[src/rtl/pri_encoder_arb.sv]
// N-to-log2(N) request encoder with a registered grant held under valid/ready.
// Selection is fixed priority (highest index wins) or round-robin from rr_ptr.
module pri_encoder_arb #(
  parameter int unsigned N = 8,
  parameter int unsigned W = 3
) (
  input  logic         clk,
  input  logic         rst_n,
  input  logic [N-1:0] req,
  input  logic         rr_en,
  input  logic         out_ready,
  output logic         out_valid,
  output logic [W-1:0] out_idx,
  output logic [N-1:0] out_onehot,
  output logic         out_multi,
  output logic [W-1:0] rr_ptr
);

  if (W != $clog2(N)) begin : g_width_check
    $error("pri_encoder_arb: W must equal ceil(log2(N))");
  end
  if (N < 2 || N > 64) begin : g_range_check
    $error("pri_encoder_arb: N must be in 2..64");
  end

  localparam logic [0:0] IDLE = 1'b0;
  localparam logic [0:0] HOLD = 1'b1;

  logic [0:0]   state_q;
  logic [W-1:0] idx_q;
  logic [W-1:0] ptr_q;
  logic [N-1:0] onehot_q;
  logic         multi_q;

  logic         accept;
  logic         capture;
  logic [W-1:0] ptr_next;
  logic [W-1:0] ptr_eff;
  logic [W-1:0] sel;
  logic [N-1:0] sel_onehot;
  logic         multi;

  assign accept   = (state_q == HOLD) && out_ready;
  assign capture  = (|req) && ((state_q == IDLE) || out_ready);
  assign ptr_next = (idx_q == W'(N - 1)) ? '0 : idx_q + 1'b1;
  // The pointer produced by this cycle's accept is forwarded into the search
  assign ptr_eff  = accept ? ptr_next : ptr_q;
  assign multi    = |(req & (req - N'(1)));

  always_comb begin : sel_logic
    int unsigned  pos;
    logic         found;
    logic [W-1:0] p;
    sel   = '0;
    found = 1'b0;
    pos   = 0;
    p     = '0;
    if (rr_en) begin
      for (int unsigned k = 0; k < N; k++) begin
        pos = 32'(ptr_eff) + k;
        if (pos >= N) pos = pos - N;
        p = W'(pos);
        if (!found && req[p]) begin
          sel   = p;
          found = 1'b1;
        end
      end
    end else begin
      for (int unsigned i = 0; i < N; i++) begin
        if (req[W'(i)]) sel = W'(i);
      end
    end
  end

  always_comb begin
    sel_onehot = '0;
    for (int unsigned i = 0; i < N; i++) begin
      sel_onehot[i] = (sel == W'(i));
    end
  end

  always_ff @(posedge clk or negedge rst_n) begin
    if (!rst_n) begin
      state_q  <= IDLE;
      idx_q    <= '0;
      ptr_q    <= '0;
      onehot_q <= '0;
      multi_q  <= 1'b0;
    end else begin
      if (accept) ptr_q <= ptr_next;
      if (capture) begin
        state_q  <= HOLD;
        idx_q    <= sel;
        onehot_q <= sel_onehot;
        multi_q  <= multi;
      end else if (accept) begin
        state_q <= IDLE;
      end
    end
  end

  assign out_valid  = (state_q == HOLD);
  assign out_idx    = idx_q;
  assign out_onehot = onehot_q;
  assign out_multi  = multi_q;
  assign rr_ptr     = ptr_q;

endmodule

[config.mk]
export PLATFORM = sky130hd
export DESIGN_NAME = pri_encoder_arb
export DESIGN_NICKNAME = d
export VERILOG_FILES = /design/src/rtl/pri_encoder_arb.sv
export SDC_FILE = /design/constraint.sdc
export NUM_CORES = 1
export LEC_CHECK = 0
export CORE_MARGIN = 3
export CORE_UTILIZATION = 54
export CTS_CLUSTER_SIZE = 8
export DETAILED_ROUTE_END_ITERATION = 10
export PLACE_DENSITY = 0.8
export SLEW_MARGIN = 20
export SYNTH_ARGS = -nofsm -noshare
export SYNTH_HDL_FRONTEND = slang
export SYNTH_SLANG_ARGS = --single-unit
[constraint.sdc]
create_clock -name clk -period 4 [get_ports clk]
set_input_delay 0.6 -clock clk [delete_from_list [all_inputs] [get_ports clk]]
set_output_delay 0.6 -clock clk [all_outputs]
set_load 0.03 [all_outputs]
==> flow_summary.ini, run 1 <==
[run_status]
outcome = complete, no violations

[drt]
drt_iter0_markers = 153
vias_per_cell = 6.44
num_vias = 1830
route.detailed.drc = 0
postRouteAntennaNets = 0
dr.pass1.iters = 5
finalWirelength_um = 5050
drt-wirelength-per-cell_um = 17.8

[grt]
antenna_found_initial = 0
grt_overflow = 0
grt_max_degree = 19
first_global_vias = 1616
grt_pass1_wl_um = 8050
grtUsageTotal = 0.281

[placement]
gp_congestion = 0.922
dpl.hpwl_um = 3960
dpl_worst_slack_ps = -76.4
port_buffers = 27

[sta]
rsz0062_at_grt = no
tns_ps = 0
clock_skew_ps = 2.07
setup_violations = 0
worst_pin_slew_ps = 729
period_share = 0.952
hold_violations = 0
max_freq_mhz = 263
maxSlewHeadroom = 0.513
final-max-slew-violation-count = 0
fin_ws_ps = 194
timing.final.crit_period_ps = 3810

[cts]
clk_latency_ps = 290
post_cts.repair.setup_buffers = 0
cts_sinks = 16
clock_path_buffers = 2
tritoncts = done
root_buffer = clkbuf_4
cts_resized = 0
hold_buffers = 0
cts-htree-levels = 1
path_clk_slew_ps = 100
numCtsBuffers = 3

[critical_path]
cp.required_ps = 4190
critPathLaunch = out_ready
critical_path.max_fanout = 9
cp.arrival_ps = 4000
critPathKind = input pin to flip-flop
timing.rr.end = out_onehot[3]$_DFFE_PN0P_
r2r_cells = 12
endpoint_kind = flip-flop
rrSetupSlack_ps = 310
reg2reg_from = out_idx[0]$_DFFE_PN0P_
worst_setup_path_start_kind = input pin

[die]
rows = 19
start_util = 0.591
die_width_um = 62.1
ios = 28
design.die.area_mm2 = 0.00386
core_area_mm2 = 0.00288
die_h_um = 62.1

[finish]
fin_util = 0.769
syn_to_final_growth_pct = 30.3
nets = 259
drive_above_1_share = 0.198
n_antenna_cell = 0

[logic_synthesis]
synth_cells = 193
yosys-top-cells-area = dfrtp_1, a21oi_1, nand2_1
ys_warn_count = 0
synth_nets = 209
ys.flop_type = dfrtp_1
synth_area_leader_cell = dfrtp_1
synth_top_area_frac = 0.236
ys_types = 56
seq_area_frac_synth = 0.236
synth_common_cells = nand2_1, a21oi_1, dfrtp_1
synth_edf_count = 0
synth.most_common_cell = nand2_1
ys_seq_elements = 16
async_flop_share = 1.00
syn_avg_cell_area_um2 = 8.80
syn_area_mm2 = 0.00170

[min_path]
holdPathStages = 2
hold_path.class = flip-flop to flip-flop
min_to = out_onehot[2]$_DFFE_PN0P_
min-delay-start = out_onehot[2]$_DFFE_PN0P_

[run]
cap_violations = 0
-- worst max-delay path by stage --
stage	end	cells after the start
after CTS	out_onehot[3]$_DFFE_PN0P_	12
after floorplan	out_onehot[2]$_DFFE_PN0P_	12
after global placement	out_onehot[6]$_DFFE_PN0P_	11
after global routing	out_onehot[7]$_DFFE_PN0P_	11
after detailed placement	out_onehot[3]$_DFFE_PN0P_	12
final	out_onehot[3]$_DFFE_PN0P_	12
-- final cells by class --
| type | count | area (um2) |
|---|---|---|
| Tap cell | 42 | 52.6 |
| Timing Repair Buffer | 49 | 435 |
| Inverter | 9 | 38.8 |
| Clock buffer | 4 | 36.3 |
| Fill cell | 213 | 663 |
| Sequential cell | 16 | 400 |
| Multi-Input combinational cell | 164 | 1250 |
-- through the flow --
stage	std cells	hold WS [ps]	instance area (um2)
floorplan	193	304	1700
global placement	280	461	2180
detailed placement	280	466	2180
CTS	284	487	2210
global route	284	520	2210
finish	284	487	2210
-- critical path, stage by stage --
cell             delay, ps
clkdlybuf4s50_1        520
and3_2                 260
nor2_1                 230
inv_2                   70
ha_1                   320
mux4_2                 350
a21oi_1                 60
mux4_2                 530
o211a_1                130
o311ai_1               380
o31ai_1                240
o31ai_1                300
-- sequential cells by signal (all words and copies together) (netlist names) --
register    count
out_idx         3
rr_ptr          3
out_valid       1
out_multi       1
out_onehot      8
-- layout by cell type, fill, tap and decap left out, drive strengths merged, types with 2 or more instances in the layout --
| cell type | n |
|---|---|
| a22oi | 2 |
| a211o | 4 |
| nor2 | 8 |
| mux4 | 5 |
| o31ai | 10 |
| nand2 | 21 |
| or3 | 3 |
| nor3 | 4 |
| o21a | 3 |
| ha | 4 |
| o21ai | 12 |
| o21bai | 2 |
| mux2 | 4 |
| dfrtp | 16 |
| xnor2 | 4 |
| nand3 | 12 |
| mux2i | 8 |
| a211oi | 4 |
| a21boi | 2 |
| clkbuf | 4 |
| buf | 22 |
| a21oi | 18 |
| inv | 9 |
| o211a | 2 |
| and2 | 3 |
| o211ai | 4 |
| clkdlybuf4s50 | 27 |
| and3 | 5 |
| a32oi | 2 |
-- cell families after synthesis --
group | Yosys count | share of synthesized area
xor+xnor | 4 | 0.0206
buf+inv | 13 | 0.0317
compound gates | 75 | 0.337
flops | 16 | 0.236
simple gates | 63 | 0.191
fa+ha+maj | 5 | 0.0353
mux | 17 | 0.149
-- per-layer routing --
| layer | track usage | vias to the layer above | part of all wire |
|---|---|---|---|
| met1 | 0.395 | 861 | 0.42 |
| met2 | 0.469 | 102 | 0.49 |
| met4 | 0.0727 | 0 | 0.0057 |
| li1 | - | 863 | - |
| met3 | 0.0124 | 4 | 0.082 |
| met5 | 0 | - | 0 |
Power of run 1 is not shown: default switching activity piles up to over one toggle a cycle in this logic, so the estimate is an artifact.
==> run 2: changes to the inputs <==
- CAP_MARGIN: not set -> 25
- CTS_CLUSTER_DIAMETER: not set -> 200
==> results of run 2 <==
No change in the layout: final DEF, timing and power equal those of run 1.
Power of run 2 is left out for the same reason.
